[config.mk]
export PLATFORM = sky130hd
export DESIGN_NAME = serial_subtractor_32_flat
export DESIGN_NICKNAME = d
export VERILOG_FILES = /design/src/rtl/serial_subtractor_32_if.sv /design/src/rtl/serial_subtractor_32.sv /design/src/flat_wrapper.sv
export SDC_FILE = /design/constraint.sdc
export NUM_CORES = 1
export LEC_CHECK = 0
export CAP_MARGIN = 30
export CORE_MARGIN = 2
export CORE_UTILIZATION = 47
export DETAILED_ROUTE_END_ITERATION = 12
export PLACE_DENSITY = 0.75
export SLEW_MARGIN = 10
export SYNTH_ARGS = -nofsm -noshare
export SYNTH_HDL_FRONTEND = slang
export SYNTH_SLANG_ARGS = --single-unit
[constraint.sdc]
create_clock -name clk -period 1.8 [get_ports clk]
set_input_delay 0.18 -clock clk [delete_from_list [all_inputs] [get_ports clk]]
set_output_delay 0.18 -clock clk [all_outputs]
set_load 0.03 [all_outputs]
[src/rtl/serial_subtractor_32_if.sv]
// Operand/result handshake bundle for serial_subtractor_32.
// The ovf wire exists only when SERIAL_SUB_OVF_EN is defined.
interface serial_subtractor_32_if #(
  parameter int WIDTH = 32
);
  logic             in_valid;
  logic             in_ready;
  logic [WIDTH-1:0] x;
  logic [WIDTH-1:0] y;
  logic             out_valid;
  logic             out_ready;
  logic [WIDTH-1:0] diff;
  logic             borrow;
  logic             zero;
`ifdef SERIAL_SUB_OVF_EN
  logic             ovf;
`endif

  modport master (
    output in_valid, x, y, out_ready,
    input  in_ready, out_valid, diff, borrow, zero
`ifdef SERIAL_SUB_OVF_EN
    , input ovf
`endif
  );

  modport slave (
    input  in_valid, x, y, out_ready,
    output in_ready, out_valid, diff, borrow, zero
`ifdef SERIAL_SUB_OVF_EN
    , output ovf
`endif
  );
endinterface

[src/rtl/serial_subtractor_32.sv]
// Multi-cycle LSB-first subtractor: diff = x - y, BITS_PER_CYCLE bits per clock.
// Optional signed-overflow flag enabled by defining SERIAL_SUB_OVF_EN.
module serial_subtractor_32 #(
  parameter int WIDTH          = 32,
  parameter int BITS_PER_CYCLE = 1
) (
  input  logic                  clk,
  input  logic                  rst,
  serial_subtractor_32_if.slave bus
);
  localparam int NCYC  = WIDTH / BITS_PER_CYCLE;
  localparam int CNT_W = (NCYC > 1) ? $clog2(NCYC) : 1;
  localparam logic [CNT_W-1:0] LAST_CNT = CNT_W'(NCYC - 1);

  typedef enum logic [1:0] {IDLE, RUN, DONE} state_t;

  state_t                    state_q, state_d;
  logic [CNT_W-1:0]          cnt_q, cnt_d;
  logic [WIDTH-1:0]          xs_q, xs_d;
  logic [WIDTH-1:0]          ys_q, ys_d;
  logic [WIDTH-1:0]          res_q, res_d;
  logic                      bint_q, bint_d;
  logic [WIDTH-1:0]          diff_q, diff_d;
  logic                      borrow_q, borrow_d;
  logic                      zero_q, zero_d;
`ifdef SERIAL_SUB_OVF_EN
  logic                      xmsb_q, xmsb_d;
  logic                      ymsb_q, ymsb_d;
  logic                      ovf_q, ovf_d;
`endif

  logic [BITS_PER_CYCLE-1:0] slice_d;
  logic                      slice_bo;
  logic                      a_bit, b_bit, bi, bo;
  logic [WIDTH-1:0]          res_next;

  // Full-subtractor ripple across the low BITS_PER_CYCLE bits of the operand shifters
  always_comb begin
    slice_d = '0;
    a_bit   = 1'b0;
    b_bit   = 1'b0;
    bo      = 1'b0;
    bi      = bint_q;
    for (int i = 0; i < BITS_PER_CYCLE; i++) begin
      a_bit      = xs_q[i];
      b_bit      = ys_q[i];
      slice_d[i] = a_bit ^ b_bit ^ bi;
      bo         = (~a_bit & b_bit) | (~(a_bit ^ b_bit) & bi);
      bi         = bo;
    end
    slice_bo = bi;
    // New slice enters at the MSB end so the LSB slice lands at bit 0 after NCYC shifts
    res_next = (res_q >> BITS_PER_CYCLE) | (WIDTH'(slice_d) << (WIDTH - BITS_PER_CYCLE));
  end

  always_comb begin
    state_d  = state_q;
    cnt_d    = cnt_q;
    xs_d     = xs_q;
    ys_d     = ys_q;
    res_d    = res_q;
    bint_d   = bint_q;
    diff_d   = diff_q;
    borrow_d = borrow_q;
    zero_d   = zero_q;
`ifdef SERIAL_SUB_OVF_EN
    xmsb_d   = xmsb_q;
    ymsb_d   = ymsb_q;
    ovf_d    = ovf_q;
`endif
    unique case (state_q)
      IDLE: begin
        if (bus.in_valid) begin
          xs_d    = bus.x;
          ys_d    = bus.y;
          bint_d  = 1'b0;
          cnt_d   = '0;
          state_d = RUN;
`ifdef SERIAL_SUB_OVF_EN
          xmsb_d  = bus.x[WIDTH-1];
          ymsb_d  = bus.y[WIDTH-1];
`endif
        end
      end
      RUN: begin
        xs_d   = xs_q >> BITS_PER_CYCLE;
        ys_d   = ys_q >> BITS_PER_CYCLE;
        res_d  = res_next;
        bint_d = slice_bo;
        cnt_d  = cnt_q + 1'b1;
        // Outputs update only when the whole result is ready, so they stay stable while running
        if (cnt_q == LAST_CNT) begin
          state_d  = DONE;
          diff_d   = res_next;
          borrow_d = slice_bo;
          zero_d   = (res_next == '0);
`ifdef SERIAL_SUB_OVF_EN
          ovf_d    = (xmsb_q != ymsb_q) & (res_next[WIDTH-1] != xmsb_q);
`endif
        end
      end
      DONE: begin
        if (bus.out_ready) state_d = IDLE;
      end
      default: state_d = IDLE;
    endcase
  end

  always_ff @(posedge clk) begin
    if (rst) begin
      state_q  <= IDLE;
      cnt_q    <= '0;
      xs_q     <= '0;
      ys_q     <= '0;
      res_q    <= '0;
      bint_q   <= 1'b0;
      diff_q   <= '0;
      borrow_q <= 1'b0;
      zero_q   <= 1'b0;
`ifdef SERIAL_SUB_OVF_EN
      xmsb_q   <= 1'b0;
      ymsb_q   <= 1'b0;
      ovf_q    <= 1'b0;
`endif
    end else begin
      state_q  <= state_d;
      cnt_q    <= cnt_d;
      xs_q     <= xs_d;
      ys_q     <= ys_d;
      res_q    <= res_d;
      bint_q   <= bint_d;
      diff_q   <= diff_d;
      borrow_q <= borrow_d;
      zero_q   <= zero_d;
`ifdef SERIAL_SUB_OVF_EN
      xmsb_q   <= xmsb_d;
      ymsb_q   <= ymsb_d;
      ovf_q    <= ovf_d;
`endif
    end
  end

  assign bus.in_ready  = (state_q == IDLE);
  assign bus.out_valid = (state_q == DONE);
  assign bus.diff      = diff_q;
  assign bus.borrow    = borrow_q;
  assign bus.zero      = zero_q;
`ifdef SERIAL_SUB_OVF_EN
  assign bus.ovf       = ovf_q;
`endif

endmodule

[src/flat_wrapper.sv]
// flat-port wrapper written by rule: the top's interface ports become plain ports
module serial_subtractor_32_flat 
#(
  parameter int WIDTH          = 32,
  parameter int BITS_PER_CYCLE = 1
)
  (clk, rst, bus_in_valid, bus_x, bus_y, bus_out_ready, bus_in_ready, bus_out_valid, bus_diff, bus_borrow, bus_zero);
  serial_subtractor_32_if #(.WIDTH(WIDTH)) bus_i ();
  input  logic clk;
  input  logic rst;
  input wire logic [$bits(bus_i.in_valid)-1:0] bus_in_valid;
  input wire logic [$bits(bus_i.x)-1:0] bus_x;
  input wire logic [$bits(bus_i.y)-1:0] bus_y;
  input wire logic [$bits(bus_i.out_ready)-1:0] bus_out_ready;
  output wire logic [$bits(bus_i.in_ready)-1:0] bus_in_ready;
  output wire logic [$bits(bus_i.out_valid)-1:0] bus_out_valid;
  output wire logic [$bits(bus_i.diff)-1:0] bus_diff;
  output wire logic [$bits(bus_i.borrow)-1:0] bus_borrow;
  output wire logic [$bits(bus_i.zero)-1:0] bus_zero;
  assign bus_i.in_valid = bus_in_valid;
  assign bus_i.x = bus_x;
  assign bus_i.y = bus_y;
  assign bus_i.out_ready = bus_out_ready;
  assign bus_in_ready = bus_i.in_ready;
  assign bus_out_valid = bus_i.out_valid;
  assign bus_diff = bus_i.diff;
  assign bus_borrow = bus_i.borrow;
  assign bus_zero = bus_i.zero;
  serial_subtractor_32 #(.WIDTH(WIDTH), .BITS_PER_CYCLE(BITS_PER_CYCLE)) u_core (.clk(clk), .rst(rst), .bus(bus_i));
endmodule
# Yosys cells after proc, flatten, opt, wreduce, memory -nomap -nowiden
# Index checks and enable logic that the tools add are counted.
# classes
n_addsub	1
n_reduce_logical	6
n_eq_ne	6
bitwise_logic	8
muxes	12
# ops
operator	count
case mux 32 bit (2 select lines)	2
two-way mux 32 bit	2
logical NOT 32 bit	1
OR 31 x 32 -> 32 bit	1
case mux 5 bit (2 select lines)	1
two-way mux 2 bit	3
case mux 2 bit (3 select lines)	1
adder 5 x 1 -> 5 bit (second input constant)	1
== test 5 bit (second input constant)	1
two-way mux 5 bit	1
inequality test 2 bit (second input constant)	2
AND reduction 2 bit	2
AND reduction 3 bit	1
AND 1 bit	2
== test 2 x 1 -> 1 bit (second input constant)	1
== test 2 bit (second input constant)	1
logical NOT 2 bit	1
inequality test 2 x 1 -> 1 bit (second input constant)	1
NOT 1 bit	2
case mux 1 bit (2 select lines)	1
nonzero test 2 bit	1
XOR 1 bit	2
two-way mux 1 bit	1
OR 1 bit	1
# totals
output_inout_bits	36
input_bits	68
elab_cells	42
reg_bits	138

# Depth between registers and ports, before layout
# depth
word_depth	5
depth_mapped	8

# Worst setup path before layout
# No wires, ideal clock.
# synth_path
kind	reg2reg
from	register u_core.bint_q
to	register u_core.zero_q, in the netlist u_core.bus.zero
path_stages_with_launch	7
t_required_ns	1.716
path_buffers	0
setup_ns	0.084
t_arrival_ns	1.863
path_slack_ns	-0.148
synth_period_minus_slack_ns	1.948
cell_sequence	dfxtp_1 -> inv_1 -> fa_1 -> nor4_1 -> nand4_1 -> or4_1 -> o31ai_2
# synth_between
elab_chain_cells	3
# synth_rtl
element	line	rtl
start, declared	serial_subtractor_32.sv:22	logic bint_q, bint_d;
start signal, assigned	serial_subtractor_32.sv:131	bint_q <= bint_d;
XOR 1 bit	serial_subtractor_32.sv:47	slice_d[i] = a_bit ^ b_bit ^ bi;
OR 31 x 32 -> 32 bit	serial_subtractor_32.sv:53	res_next = (res_q >> BITS_PER_CYCLE) | (WIDTH'(slice_d) << (WIDTH - BITS_PER_CYCLE));
net u_core.res_next[31]	serial_subtractor_32.sv:35	logic [WIDTH-1:0] res_next;
logical NOT 32 bit	serial_subtractor_32.sv:96	zero_d = (res_next == '0);
end signal, assigned	serial_subtractor_32.sv:134	zero_q <= zero_d;
end, declared	serial_subtractor_32.sv:25	logic zero_q, zero_d;
# The timed path passes the listed nets, and every way through them passes these cells.
# A chain may end at the register's enable or synchronous reset.

# Worst setup path after layout
# layout_path
from	register u_core.ys_q[0]
to	register u_core.zero_q, in the netlist u_core.bus.zero
# layout_between
elab_chain_cells	4
# layout_rtl
element	line	rtl
start, declared	serial_subtractor_32.sv:20	logic [WIDTH-1:0] ys_q, ys_d;
start signal, assigned	serial_subtractor_32.sv:129	ys_q <= ys_d;
XOR 1 bit (2 in series)	serial_subtractor_32.sv:47	
OR 31 x 32 -> 32 bit	serial_subtractor_32.sv:53	
net u_core.res_next[31]	serial_subtractor_32.sv:35	
logical NOT 32 bit	serial_subtractor_32.sv:96	
# The timed path passes the listed nets, and every way through them passes these cells.

==> impl_metrics.tcl <==
set metrics [dict create \
    status "complete, but fails checks" \
    violations "setup timing" \
    n_fill_cell 1074 \
    via_per_inst 5.048 \
    slew_headroom_pct 60.49 \
    num_io_pins 104 \
    grt_pass1_vias 4845 \
    cp-start-kind "register" \
    yosysTopAreaCellShare_pct 46.89 \
    syn_nets 889 \
    syn_area_sq_um 5849 \
    synth.most_common_cell "nor2_1" \
    rsz0062_at_grt "true" \
    ys_types 28 \
    setup-violations-final 1 \
    drive_gt1_share_pct 7.072 \
    cp-end-kind "register" \
    ys_top_cells_by_area "dfxtp_1 47%, nor2_1 13%, a21oi_1 11%" \
    peakVddDrop_mv 0.6115 \
    yosysTopAreaCell "dfxtp_1" \
    drt_iter0_drc 443 \
    finalCriticalPeriod_ns 1.874 \
    ctsHoldBuffers 0 \
    yosysSeqAreaShare_pct 46.89 \
    layoutNonFillerInstCount 1073 \
    path_clk_slew_ns 0.06 \
    hold_path_class "input pin to register" \
    seq_area_sq_um 2751 \
    crit_type "register to register" \
    cts_tree "yes" \
    ys_async_sr_fraction_pct 0 \
    first_pass_iters 4 \
    initial_core_util_pct 48.50 \
    p_total_uw 7547 \
    hpwl_um 7929 \
    avgSynthCellArea_sq_um 7.151 \
    fmax_ghz 0.5337 \
    dp_cells 1041 \
    worst_path_largest_cell_delay_ns 0.46 \
    cp_cell_sequence "inv_2 -> fa_1 -> nor4_1 -> nand4_1 -> or4_4 -> o31ai_4" \
    critPathSlowestCell "fa_1" \
    ctsLongestPathBuffers 2 \
    numCtsBuffers 17 \
    ant_nets 0 \
    clock-sinks 137 \
    rows 40 \
    cap_violations 0 \
    placement.io_buffers 103 \
    synth_edf_count 0 \
    finalInstanceArea_sq_um 7642 \
    cp_num_cells 6 \
    antennaDiodeCount 0 \
    holdPathStages 5 \
    htreeDepth 4 \
    critPathRequiredTime_ns 2.13 \
    clk_latency_ns 0.42 \
    place_ws_ns -0.04459 \
    r2r_cells 6 \
    gp_congestion 0.7630 \
    core_area_sq_um 12060 \
    nNetsFinal 964 \
    crit_fanout 2 \
    finalCritPeriodShare_pct 104.1 \
    wire_per_inst_um 12.31 \
    die_y_um 115.6 \
    vias 5416 \
    grt_pass1_wl_um 22190 \
    wirelength_um 13210 \
    grt_max_degree 138 \
    report.final.slew_viol_count 0 \
    finalClockSkew_ns 0.005887 \
    tightest_slew_ns 0.5927 \
    die_x_um 115.6 \
    placement.cell_area_sq_um 7014 \
    tns_ns -0.07355 \
    cp_num_buf_inv 1 \
    areaGrowthSynthToFinish_pct 30.65 \
    setup_ws_ns -0.07355 \
    ys_warn_count 0 \
    yosys_register_bits 137 \
    track_usage_pct 20.56 \
    synth_cells 818 \
    grt.overflow.total 0 \
    die_area_sq_um 13350 \
    cts_root_buf "clkbuf_16" \
    drc 0 \
    power_density_nw_per_um2 987.5 \
    path_delay_family "simple AND/OR/NAND/NOR gates" \
    p_leak_uw 0.002948 \
    worstPathArrival_ns 2.21 \
    antenna_found_initial 0 \
    multi_input_area_sq_um 2867 \
    hold_viol_final 0 \
    synth_ff_type "dfxtp_1" \
    ys_top_cells_by_count "199 x nor2_1, 137 x dfxtp_1, 128 x a21oi_1" \
]
==> layout make-up <==
cell class              instances  area share [%]
clock buffers                  19           5.796
clock inverters                12           1.948
well taps                     168           2.750
repair buffers                120           15.85
multi-input cells             614           37.51
inverters                       3          0.1473
flip-flops and latches        137           36.00
==> worst register-to-register path, delay by kind of cell, from the launching register on <==
family | cells | cell delay (ns)
AOI/OAI and AO/OA | 1 | 0.18
adders and majority gates | 1 | 0.46
buffers and inverters | 1 | 0.04
DFF | 1 | 0.32
and+or+nand+nor | 3 | 0.80
==> report_power, final <==
group / switching [uW] / internal (uW) / leakage (uW)
Sequential: 78.0 / 3180 / 0.00112
Clock: 1280 / 2200 / 0.000293
Combinational: 422 / 391 / 0.00153
==> registers in the layout, summed over array words and instances (netlist names) <==
name	flops
u_core.state_q	2
u_core.ys_q	32
u_core.bus.borrow	1
u_core.xs_q	32
u_core.cnt_q	5
u_core.bus.diff	32
u_core.bus.zero	1
u_core.res_q	31
u_core.bint_q	1
==> path summary, 6_finish.rpt <==
| check | end | slack, ns | start |
|---|---|---|---|
| setup / recovery | u_core.bus.zero$_SDFFE_PP0P_ | -0.07 | u_core.ys_q[0]$_SDFFE_PP0P_ |
| hold / removal | u_core.bus.zero$_SDFFE_PP0P_ | 0.22 | rst |
| setup reg to reg | u_core.bus.zero$_SDFFE_PP0P_ | -0.07 | u_core.ys_q[0]$_SDFFE_PP0P_ |
| hold reg to reg | u_core.bus.diff[30]$_SDFFE_PP0P_ | 0.45 | u_core.bus.diff[30]$_SDFFE_PP0P_ |
==> layout by cell type (no fill, tap or decap), drive strengths merged, types with 19 or more instances in the layout <==
cell and count:
nand2 127, dfxtp 137, nor2b 64, buf 19
nor2 200, clkdlybuf4s50 99, clkbuf 19, nor3 63
a21oi 128
==> kinds of logic (layout without fill, tap and decap cells) <==
group	count (synthesis)	count (layout)	synth area share, %
flops	137	137	46.89
compound gates	138	138	12.32
buf+inv	67	154	4.535
fa+ha+maj	3	3	0.7700
mux	2	2	0.3636
simple gates	471	471	35.12
==> per-layer routing <==
layer  vias up  global-route usage, %  wire (um)
li1       2805                      -          -
met1      2467                  27.69       6397
met4         0                  7.149        137
met5         -                      0          0
met3        15                  5.544        697
met2       129                  31.97       5980
==> through the flow <==
step / hold WS [ns] / utilization (%)
2_1_floorplan: 0.3522 / -
3_3_place_gp: 0.4429 / 58.15
3_5_place_dp: 0.4464 / 58.15
4_1_cts: 0.1773 / 63.09
5_1_grt: 0.2241 / 63.36
6_report: 0.2225 / 63.36
==> what timing repair did <==
item	4_1_cts	5_1_grt
setup buffers	0	1
endpoints found under the setup margin	3	34
gates resized for setup	6	7
(Power assumes the default switching activity.)
